==> config.mk <==
export PLATFORM = sky130hd
export DESIGN_NAME = wb_ram_arbiter_flat
export DESIGN_NICKNAME = d
export VERILOG_FILES = /design/src/rtl/wb_ram_arbiter_pkg.sv /design/src/rtl/wb_ram_arbiter_if.sv /design/src/rtl/wb_ram_arbiter_rr_priority_picker.sv /design/src/rtl/wb_ram_arbiter.sv /design/src/flat_wrapper.sv
export SDC_FILE = /design/constraint.sdc
export NUM_CORES = 1
export LEC_CHECK = 0
export CAP_MARGIN = 20
export CORE_AREA = 5 5 69 52
export DETAILED_ROUTE_END_ITERATION = 7
export DIE_AREA = 0 0 74 57
export PLACE_DENSITY = 0.83
export SYNTH_ARGS = -nofsm -noshare
export SYNTH_HDL_FRONTEND = slang
export SYNTH_HIERARCHICAL = 1
export SYNTH_SLANG_ARGS = --single-unit
==> constraint.sdc <==
create_clock -name clk_i -period 2.6 [get_ports clk_i]
set_clock_uncertainty 0.05 [all_clocks]
set_input_delay 0.78 -clock clk_i [delete_from_list [all_inputs] [get_ports clk_i]]
set_output_delay 0.78 -clock clk_i [all_outputs]
set_load 0.01 [all_outputs]
==> src/rtl/wb_ram_arbiter_pkg.sv <==
// Shared types and helpers for the round-robin Wishbone RAM arbiter.
package wb_ram_arbiter_pkg;

  typedef enum logic [1:0] {
    ST_IDLE = 2'd0,
    ST_REQ  = 2'd1,
    ST_WAIT = 2'd2
  } arb_state_e;

  // Next master index after idx, wrapping at n.
  function automatic int wrap_inc(input int idx, input int n);
    return (idx + 1 >= n) ? 0 : idx + 1;
  endfunction

endpackage

==> src/rtl/wb_ram_arbiter_if.sv <==
// Bus bundle between the requesting masters, the arbiter and the shared RAM.
interface wb_ram_arbiter_if #(
  parameter int NUM_MASTERS = 2,
  parameter int DATA_WIDTH  = 8,
  parameter int ADDR_WIDTH  = 9
);
  logic [NUM_MASTERS-1:0]            m_stb_i;
  logic [NUM_MASTERS-1:0]            m_we_i;
  logic [NUM_MASTERS*ADDR_WIDTH-1:0] m_adr_i;
  logic [NUM_MASTERS*DATA_WIDTH-1:0] m_dat_i;
  logic [NUM_MASTERS-1:0]            m_ack_o;
  logic [NUM_MASTERS-1:0]            m_err_o;
  logic [DATA_WIDTH-1:0]             m_dat_o;
  logic                              s_stb_o;
  logic                              s_we_o;
  logic [ADDR_WIDTH-1:0]             s_adr_o;
  logic [DATA_WIDTH-1:0]             s_dat_o;
  logic                              s_ack_i;
  logic [DATA_WIDTH-1:0]             s_dat_i;

  modport arbiter (
    input  m_stb_i, m_we_i, m_adr_i, m_dat_i, s_ack_i, s_dat_i,
    output m_ack_o, m_err_o, m_dat_o, s_stb_o, s_we_o, s_adr_o, s_dat_o
  );

  modport master (
    output m_stb_i, m_we_i, m_adr_i, m_dat_i,
    input  m_ack_o, m_err_o, m_dat_o
  );

  modport slave (
    input  s_stb_o, s_we_o, s_adr_o, s_dat_o,
    output s_ack_i, s_dat_i
  );
endinterface

==> src/rtl/wb_ram_arbiter_rr_priority_picker.sv <==
// Combinational round-robin pick: first requester at or after rr_ptr, wrapping.
module rr_priority_picker #(
  parameter int NUM_MASTERS = 2,
  parameter int IDX_W       = 1
) (
  input  logic [NUM_MASTERS-1:0] req_vec,
  input  logic [IDX_W-1:0]       rr_ptr,
  output logic [IDX_W-1:0]       gnt_idx,
  output logic                   any_req
);
  int idx;

  // Scan from the farthest offset down so the closest requester wins last.
  always_comb begin
    gnt_idx = '0;
    idx     = 0;
    for (int i = NUM_MASTERS - 1; i >= 0; i--) begin
      idx = int'(rr_ptr) + i;
      if (idx >= NUM_MASTERS) idx = idx - NUM_MASTERS;
      if (req_vec[idx]) gnt_idx = IDX_W'(idx);
    end
  end

  assign any_req = |req_vec;
endmodule

==> src/rtl/wb_ram_arbiter.sv <==
// Round-robin arbiter sharing one single-port Wishbone RAM between NUM_MASTERS
// requesters; one-cycle strobe per access, ack routed back, watchdog on hangs.
module wb_ram_arbiter
  import wb_ram_arbiter_pkg::*;
#(
  parameter int NUM_MASTERS    = 2,
  parameter int DATA_WIDTH     = 8,
  parameter int ADDR_WIDTH     = 9,
  parameter int TIMEOUT_CYCLES = 15
) (
  input logic               clk_i,
  input logic               rst_i,
  wb_ram_arbiter_if.arbiter bus
);
  localparam int IDX_W = (NUM_MASTERS > 1) ? $clog2(NUM_MASTERS) : 1;
  localparam int TMR_W = $clog2(TIMEOUT_CYCLES + 1);
  localparam logic [TMR_W-1:0] TMR_LAST = TMR_W'(TIMEOUT_CYCLES - 1);

  arb_state_e             state_q, state_n;
  logic [IDX_W-1:0]       grant_q, grant_n;
  logic [IDX_W-1:0]       rr_ptr_q, rr_ptr_n;
  logic [TMR_W-1:0]       timer_q, timer_n;

  logic                   acked, timed_out, finish;
  logic [IDX_W-1:0]       grant_inc, pick_ptr, gnt_idx;
  logic [NUM_MASTERS-1:0] req_vec;
  logic                   any_req;

  logic [NUM_MASTERS-1:0] m_ack, m_err;
  logic [DATA_WIDTH-1:0]  m_dat, s_dat;
  logic [ADDR_WIDTH-1:0]  s_adr;
  logic                   s_stb, s_we;

  always_ff @(posedge clk_i or posedge rst_i) begin
    if (rst_i) begin
      state_q  <= ST_IDLE;
      grant_q  <= '0;
      rr_ptr_q <= '0;
      timer_q  <= '0;
    end else begin
      state_q  <= state_n;
      grant_q  <= grant_n;
      rr_ptr_q <= rr_ptr_n;
      timer_q  <= timer_n;
    end
  end

  // The finishing master still holds stb in its ack/err cycle, so it is masked
  // and the search restarts just past it.
  always_comb begin
    acked     = (state_q == ST_WAIT) && bus.s_ack_i;
    timed_out = (state_q == ST_WAIT) && !bus.s_ack_i && (timer_q == TMR_LAST);
    finish    = acked || timed_out;
    grant_inc = IDX_W'(wrap_inc(int'(grant_q), NUM_MASTERS));
    req_vec   = bus.m_stb_i;
    if (finish) req_vec[grant_q] = 1'b0;
    pick_ptr  = finish ? grant_inc : rr_ptr_q;
  end

  rr_priority_picker #(
    .NUM_MASTERS(NUM_MASTERS),
    .IDX_W      (IDX_W)
  ) u_picker (
    .req_vec(req_vec),
    .rr_ptr (pick_ptr),
    .gnt_idx(gnt_idx),
    .any_req(any_req)
  );

  always_comb begin
    state_n  = state_q;
    grant_n  = grant_q;
    rr_ptr_n = rr_ptr_q;
    timer_n  = timer_q;
    m_ack    = '0;
    m_err    = '0;
    m_dat    = '0;
    s_stb    = 1'b0;
    s_we     = 1'b0;
    s_adr    = '0;
    s_dat    = '0;
    case (state_q)
      ST_IDLE: begin
        if (any_req) begin
          state_n = ST_REQ;
          grant_n = gnt_idx;
          timer_n = '0;
        end
      end
      ST_REQ: begin
        state_n = ST_WAIT;
        s_stb   = 1'b1;
        s_we    = bus.m_we_i[grant_q];
        s_adr   = bus.m_adr_i[int'(grant_q)*ADDR_WIDTH +: ADDR_WIDTH];
        s_dat   = bus.m_dat_i[int'(grant_q)*DATA_WIDTH +: DATA_WIDTH];
      end
      ST_WAIT: begin
        timer_n = timer_q + 1'b1;
        if (acked) begin
          m_ack[grant_q] = 1'b1;
          m_dat          = bus.s_dat_i;
          rr_ptr_n       = grant_inc;
          if (any_req) begin
            state_n = ST_REQ;
            grant_n = gnt_idx;
            timer_n = '0;
          end else begin
            state_n = ST_IDLE;
          end
        end else if (timed_out) begin
          m_err[grant_q] = 1'b1;
          rr_ptr_n       = grant_inc;
          state_n        = ST_IDLE;
        end
      end
      default: state_n = ST_IDLE;
    endcase
  end

  assign bus.m_ack_o = m_ack;
  assign bus.m_err_o = m_err;
  assign bus.m_dat_o = m_dat;
  assign bus.s_stb_o = s_stb;
  assign bus.s_we_o  = s_we;
  assign bus.s_adr_o = s_adr;
  assign bus.s_dat_o = s_dat;
endmodule

==> src/flat_wrapper.sv <==
// flat-port wrapper written by rule: the top's interface ports become plain ports
module wb_ram_arbiter_flat import wb_ram_arbiter_pkg::*;
#(
  parameter int NUM_MASTERS    = 2,
  parameter int DATA_WIDTH     = 8,
  parameter int ADDR_WIDTH     = 9,
  parameter int TIMEOUT_CYCLES = 15
)
  (clk_i, rst_i, bus_m_stb_i, bus_m_we_i, bus_m_adr_i, bus_m_dat_i, bus_s_ack_i, bus_s_dat_i, bus_m_ack_o, bus_m_err_o, bus_m_dat_o, bus_s_stb_o, bus_s_we_o, bus_s_adr_o, bus_s_dat_o);
  wb_ram_arbiter_if #(.NUM_MASTERS(NUM_MASTERS), .DATA_WIDTH(DATA_WIDTH), .ADDR_WIDTH(ADDR_WIDTH)) bus_i ();
  input logic clk_i;
  input logic rst_i;
  input wire logic [$bits(bus_i.m_stb_i)-1:0] bus_m_stb_i;
  input wire logic [$bits(bus_i.m_we_i)-1:0] bus_m_we_i;
  input wire logic [$bits(bus_i.m_adr_i)-1:0] bus_m_adr_i;
  input wire logic [$bits(bus_i.m_dat_i)-1:0] bus_m_dat_i;
  input wire logic [$bits(bus_i.s_ack_i)-1:0] bus_s_ack_i;
  input wire logic [$bits(bus_i.s_dat_i)-1:0] bus_s_dat_i;
  output wire logic [$bits(bus_i.m_ack_o)-1:0] bus_m_ack_o;
  output wire logic [$bits(bus_i.m_err_o)-1:0] bus_m_err_o;
  output wire logic [$bits(bus_i.m_dat_o)-1:0] bus_m_dat_o;
  output wire logic [$bits(bus_i.s_stb_o)-1:0] bus_s_stb_o;
  output wire logic [$bits(bus_i.s_we_o)-1:0] bus_s_we_o;
  output wire logic [$bits(bus_i.s_adr_o)-1:0] bus_s_adr_o;
  output wire logic [$bits(bus_i.s_dat_o)-1:0] bus_s_dat_o;
  assign bus_i.m_stb_i = bus_m_stb_i;
  assign bus_i.m_we_i = bus_m_we_i;
  assign bus_i.m_adr_i = bus_m_adr_i;
  assign bus_i.m_dat_i = bus_m_dat_i;
  assign bus_i.s_ack_i = bus_s_ack_i;
  assign bus_i.s_dat_i = bus_s_dat_i;
  assign bus_m_ack_o = bus_i.m_ack_o;
  assign bus_m_err_o = bus_i.m_err_o;
  assign bus_m_dat_o = bus_i.m_dat_o;
  assign bus_s_stb_o = bus_i.s_stb_o;
  assign bus_s_we_o = bus_i.s_we_o;
  assign bus_s_adr_o = bus_i.s_adr_o;
  assign bus_s_dat_o = bus_i.s_dat_o;
  wb_ram_arbiter #(.NUM_MASTERS(NUM_MASTERS), .DATA_WIDTH(DATA_WIDTH), .ADDR_WIDTH(ADDR_WIDTH), .TIMEOUT_CYCLES(TIMEOUT_CYCLES)) u_core (.clk_i(clk_i), .rst_i(rst_i), .bus(bus_i));
endmodule
==> reports/qor.yml, run 1 <==
floorplanning:
  core_area_um2: 2960
  dieArea_um2: 4220
  fp.dieH_um: 57
  io_pins: 80
  start_util_pct: 27.8
  die-width_um: 74
  row_count: 17
critical_path:
  max_stage_delay_ps: 460
  worst-path-stages: 4
  crit_type: "in -> out"
  cpLargestDelayFamily: "buffers and inverters"
  worst-path-buf-inv: 2
  cp-end-kind: "output pin"
  crit_fanout: 1
  crit_slowest_cell: "clkdlybuf4s50_1"
  worstPathCellList: "clkdlybuf4s50_1 -> mux2i_1 -> nor2_1 -> dlygate4sd2_1"
  crit_required_ps: 1770
  arrival_ps: 1720
  startpoint_type: "input port"
  reg2regPathDepth: 8
routing:
  ant_nets: 0
  drc: 0
  routedWlPerCell_um: 13.8
  drt-pass1-iter-count: 4
  wl_um: 3170
  vias: 1067
  avgViaCountPerCell: 4.66
  drt-initial-drc-count: 39
layout:
  layoutNonFillerInstCount: 229
  nets: 244
  fill_cells: 266
  fin_area_um2: 1710
  antenna_cells: 0
  drive_gt1_share_pct: 7.85
  layout-area-overhead-vs-synth_pct: 107
run_status:
  outcome: "completed"
grt:
  antenna_found_initial: 0
  grt_max_degree: 23
  grt_pass1_wl_um: 4880
  first_global_vias: 1040
  grt_util_all_layers_pct: 14.7
  grt-ovfl-total: 0
clock_network:
  clockBufferDepth: 2
  clk_latency_ps: 230
  cts_tree: "yes"
  cts_buffers: 3
  clockRootBuffer: "clkbuf_8"
  cts_sinks: 8
  clk_pin_slew_worst_paths_ps: 40
  h-tree-depth: 1
synth:
  seq_area_frac_synth_pct: 24.3
  syn-num-nets: 159
  ys_warn_count: 6
  netlist_area_um2: 823
  async_flop_share_pct: 100
  syn_inst: 108
  synth.distinct_cells: 29
  synth_top_flop_cell: "dfrtp_1"
  synth-edff-count: 0
  avgSynthCellArea_um2: 7.62
  ys_seq_elements: 8
timing:
  min_period_ps: 2550
  maxSlewViolCount: 0
  max_freq_mhz: 393
  finalSetupViolations: 0
  max_slew_margin_pct: 78.6
  period_share_pct: 97.9
  hold_viol: 0
  tightest_slew_ps: 320
  finalSetupTns_ps: 0
  rsz0062_at_grt: "false"
flow_run:
  drv_cap: 0
power_and_ir_drop:
  power.leakage_uw: 0.000881
  vdd_ir_drop_max_v: 0.000244
  power_density_nw_per_um2: 668
hold_path:
  whs_path_depth: 1
  holdCritPathClass: "reg -> reg"
placement:
  hpwlAfterDp_um: 2600
  dp_cells: 226
  place.gp.congestion: 0.817
  port_buffers: 79
  placed_area_um2: 1700
[cells by family after synthesis]
logic type	Yosys count	share of synthesized area, %
AO/OA/AOI/OAI	17	13.5
adder cells (fa/ha/maj)	2	3.04
buffers and inverters	15	8.06
flip-flops	8	24.3
multiplexers	19	23.3
AND/OR/NAND/NOR	47	27.8
[final timing paths]
kind	start	endpoint	slack [ps]
hold reg to reg	u_core/rr_ptr_q	u_core/rr_ptr_q	470
setup reg to reg	u_core/state_q[1]	u_core/timer_q[3]	510
setup / recovery	bus_m_dat_i[10]	bus_s_dat_o[2]	50
max in group asynchronous	rst_i	u_core/timer_q[2]	1510
hold / removal	u_core/rr_ptr_q	u_core/rr_ptr_q	470
min in group asynchronous	rst_i	u_core/state_q[1]	750
[power breakdown]
group,internal (uW),switching [uW]
combinational,398,368
clock,100,49.8
sequential,166,57.8
[state kept, by name (all words and copies together), names as in the netlist]
| register | count |
|---|---|
| u_core/rr_ptr_q | 1 |
| u_core/state_q | 2 |
| u_core/timer_q | 4 |
| u_core/grant_q | 1 |
[Yosys cell counts (2+ instances only)]
| cell | count | area [um2] |
|---|---|---|
| nor3_1 | 2 | 10.0 |
| dfrtp_1 | 8 | 200 |
| a21oi_1 | 3 | 15.0 |
| clkbuf_1 | 2 | 7.51 |
| nand2b_1 | 3 | 18.8 |
| buf_2 | 5 | 25.0 |
| nand3_1 | 3 | 15.0 |
| ha_1 | 2 | 25.0 |
| inv_1 | 7 | 26.3 |
| nor2_1 | 19 | 71.3 |
| mux2i_1 | 18 | 180 |
| o21ai_0 | 5 | 25.0 |
| and3_1 | 9 | 56.3 |
| a22o_1 | 2 | 17.5 |
| nand2_1 | 6 | 22.5 |
[worst register-to-register path: stages (launching register included)]
cell,delay (ps)
dfrtp_1,490
and2b_1,370
nand2_1,130
o21a_1,190
or2_1,230
buf_4,150
nand2_1,90
o21ai_0,110
a22oi_1,200
[layout by cell type, fill, tap and decap left out, types with 2 or more instances in the layout]
cell type        synthesis  routed
dlygate4sd2_1            0      30
inv_1                    7       7
o21ai_0                  5       5
clkbuf_8                 0       3
nand3_1                  3       3
nor3_1                   2       2
mux2i_1                 18      18
clkdlybuf4s50_1          0      48
dfrtp_1                  8       8
a21oi_1                  3       3
and3_1                   9       9
nand2b_1                 3       3
a22o_1                   2       2
nand2_1                  6       6
nor2_1                  19      19
ha_1                     2       2
buf_4                    1       8
[metrics by stage]
stage	util (%)	total power, uW	hold WS (ps)	setup WS, ps
finish	57.7	1140	467	54.1
global route	57.7	1230	489	11.5
CTS	57.7	1150	463	30.0
detailed placement	57.6	1070	449	-470
global placement	57.6	1050	439	-413
floorplan	-	667	423	401
[metal layers]
| layer | GRT usage (%) | vias to the layer above | wire [um] |
|---|---|---|---|
| li1 | - | 542 | - |
| met1 | 17.5 | 471 | 1230 |
| met2 | 24.6 | 50 | 1570 |
| met3 | 4.93 | 4 | 329 |
| met4 | 5.17 | 0 | 36 |
| met5 | 0 | - | 0 |
[area by class of cell]
type | count | area [um2] | area share, %
Tap cell | 38 | 47.5 | 2.79
Inverter | 7 | 26.3 | 1.54
Sequential cell | 8 | 200 | 11.7
Clock buffer | 3 | 41.3 | 2.42
Timing Repair Buffer | 88 | 835 | 48.9
Multi-Input combinational cell | 85 | 557 | 32.6
[what timing repair did]
action	4_1_cts	5_1_grt
hold buffers	0	0
buffers inserted	0	0
endpoints found under the hold margin	0	0
setup endpoints to repair	33	0
resized for setup	33	0
(Power assumes the default switching activity.)
==> run 2: changes to the inputs <==
CORE_AREA = 5 5 70 53   (was 5 5 69 52)
DIE_AREA = 0 0 75 58   (was 0 0 74 57)
PLACE_DENSITY = 0.8   (was 0.83)
SKIP_LAST_GASP = 1   (was default)
SYNTH_HIERARCHICAL = default   (was 1)
==> reports/qor.yml, run 2 <==
synth:
  ys_warn_count: 0
  synth.distinct_cells: 25
  synth_top_flop_cell: "dfrtp_1"
  avgSynthCellArea_um2: 7.64
  ys_seq_elements: 8
  yosys.area.top_type: "dfrtp_1"
  synth.top_cells.by_count: "nor2_1 (20), mux2i_1 (18), and3_1 (9), nand2_1 (9), dfrtp_1 (8)"
  syn-num-nets: 157
  netlist_area_um2: 810
  yosys.area.top_type_share_pct: 24.7
  async_flop_share_pct: 100
  synth.most_common_cell: "nor2_1"
  synth-edff-count: 0
  synth_area_leaders: "dfrtp_1 (25%), mux2i_1 (22%), nor2_1 (9.3%)"
  seq_area_frac_synth_pct: 24.7
  syn_inst: 106
routing:
  drt-pass1-iter-count: 4
  drc: 0
  drt-initial-drc-count: 26
  routedWlPerCell_um: 13.0
  ant_nets: 0
  met3WireLength_um: 337
  vias: 1066
  wl_um: 2930
  dr_wl_met2_um: 1400
  highest_layer: "met4"
  avgViaCountPerCell: 4.74
  wl_met1_um: 1130
grt:
  antenna_found_initial: 0
  first_global_vias: 1140
  grt_pass1_wl_um: 4700
  grt_max_degree: 23
  grt-ovfl-total: 0
  grt_util_all_layers_pct: 13.6
layout:
  largest_register: "u_core.timer_q"
  nets: 240
  final-seq-area_um2: 200
  antenna_cells: 0
  top_regs: "u_core.timer_q x4, u_core.state_q x2"
  drive_gt1_share_pct: 7.49
  fin_area_um2: 1670
  layoutNonFillerInstCount: 225
  fill_cells: 271
  layout_common_cells: "clkdlybuf4s50_1 (48), dlygate4sd2_1 (28), nor2_1 (20), mux2i_1 (18)"
  multi_input_area_um2: 548
  largest_reg_flops: 4
  final_common_cell: "clkdlybuf4s50_1"
  layout-area-overhead-vs-synth_pct: 106
placement:
  place.gp.congestion: 0.742
  hpwlAfterDp_um: 2480
  dp_cells: 221
  port_buffers: 79
  placed_area_um2: 1650
clock_network:
  clockBufferDepth: 2
  clockRootBuffer: "clkbuf_8"
  clk_latency_ps: 230
  clk_pin_slew_worst_paths_ps: 40
  cts_sinks: 8
  cts_tree: "yes"
  cts_buffers: 3
  h-tree-depth: 1
floorplanning:
  fp.dieH_um: 58
  io_pins: 80
  row_count: 17
  dieArea_um2: 4350
  die-width_um: 75
  start_util_pct: 27.0
  core_area_um2: 3000
power_and_ir_drop:
  vdd_ir_drop_max_v: 0.000340
  power_density_nw_per_um2: 692
  power.leakage_uw: 0.000848
timing:
  finalSetupTns_ps: 0
  hold_viol: 0
  maxSlewViolCount: 0
  rsz0062_at_grt: "false"
  max_slew_margin_pct: 67.1
  max_freq_mhz: 395
  finalSetupViolations: 0
  period_share_pct: 97.3
  tightest_slew_ps: 489
  min_period_ps: 2530
critical_path:
  arrival_ps: 1700
  cp-end-kind: "output pin"
  worstPathCellList: "dlygate4sd2_1 -> buf_6 -> buf_4 -> and3_1 -> clkdlybuf4s15_1"
  max_stage_delay_ps: 260
  crit_type: "in -> out"
  crit_slowest_cell: "dlygate4sd2_1"
  crit_fanout: 10
  crit_required_ps: 1770
  startpoint_type: "input port"
run_status:
  outcome: "completed"
flow_run:
  drv_cap: 0
hold_path:
  holdCritPathClass: "reg -> reg"
run 2: cell types whose count changed after synthesis, moves of 2 or more:
| cell | change |
|---|---|
| a22o_1 | -2 |
| buf_2 | -4 |
| clkbuf_1 | +3 |
| nand2_1 | +3 |
| nor3_1 | -2 |
run 2: logic make-up (layout without fill, tap and decap cells):
logic type | Yosys count | after routing | share of synthesized area, %
fa+ha+maj | 2 | 2 | 3.09
compound gates | 12 | 12 | 9.74
flops | 8 | 8 | 24.7
mux | 19 | 19 | 24.1
simple gates | 50 | 50 | 29.7
buf+inv | 14 | 95 | 7.57
xor+xnor | 1 | 1 | 1.08
run 2: critical path, delay by kind of cell:
kind,cells,cell delay [ps]
buffers and inverters,4,780
and+or+nand+nor,1,140
run 2: layout make-up:
type	count	share of cell area, %
clock buffer	3	2.47
inverter	7	1.57
multi-input combinational	84	32.8
sequential	8	12.0
tap	38	2.85
timing repair buffer	85	48.3
run 2: worst paths after layout:
| kind | from | end | slack, ps | cells after the start |
|---|---|---|---|---|
| max in group asynchronous | rst_i | u_core.grant_q | 1510 | 2 |
| max | bus_s_ack_i | bus_m_dat_o[2] | 70 | 5 |
| min | u_core.rr_ptr_q | u_core.rr_ptr_q | 430 | 2 |
| min reg2reg | u_core.rr_ptr_q | u_core.rr_ptr_q | 430 | 2 |
| max reg2reg | u_core.grant_q | u_core.grant_q | 740 | 5 |
| min in group asynchronous | rst_i | u_core.timer_q[1] | 750 | 2 |
run 2: metrics by stage:
step	power [uW]	hold WS, ps	util (%)	setup slack (ps)
after floorplan	681	391	-	506
after global placement	1060	405	55.0	-420
after detailed placement	1090	424	55.0	-412
after CTS	1170	433	55.6	61.9
after global routing	1260	473	55.7	5.78
final	1150	425	55.7	70.2
run 2: layer usage:
metal | global-route usage, % | up-vias
met4 | 4.57 | 0
met3 | 3.64 | 9
met1 | 15.0 | 472
met2 | 24.7 | 59
li1 | - | 526
met5 | 0 | -
run 2: power by group:
group	switching, uW	internal, uW
clock	50.4	100
sequential	49.1	173
combinational	389	392
run 2: what timing repair did:
item                                    CTS  global route
endpoints found under the hold margin     0             0
hold buffers                              0             0
endpoints found under the setup margin   30             1
setup buffers                             1             0
gates resized for setup                  35             1
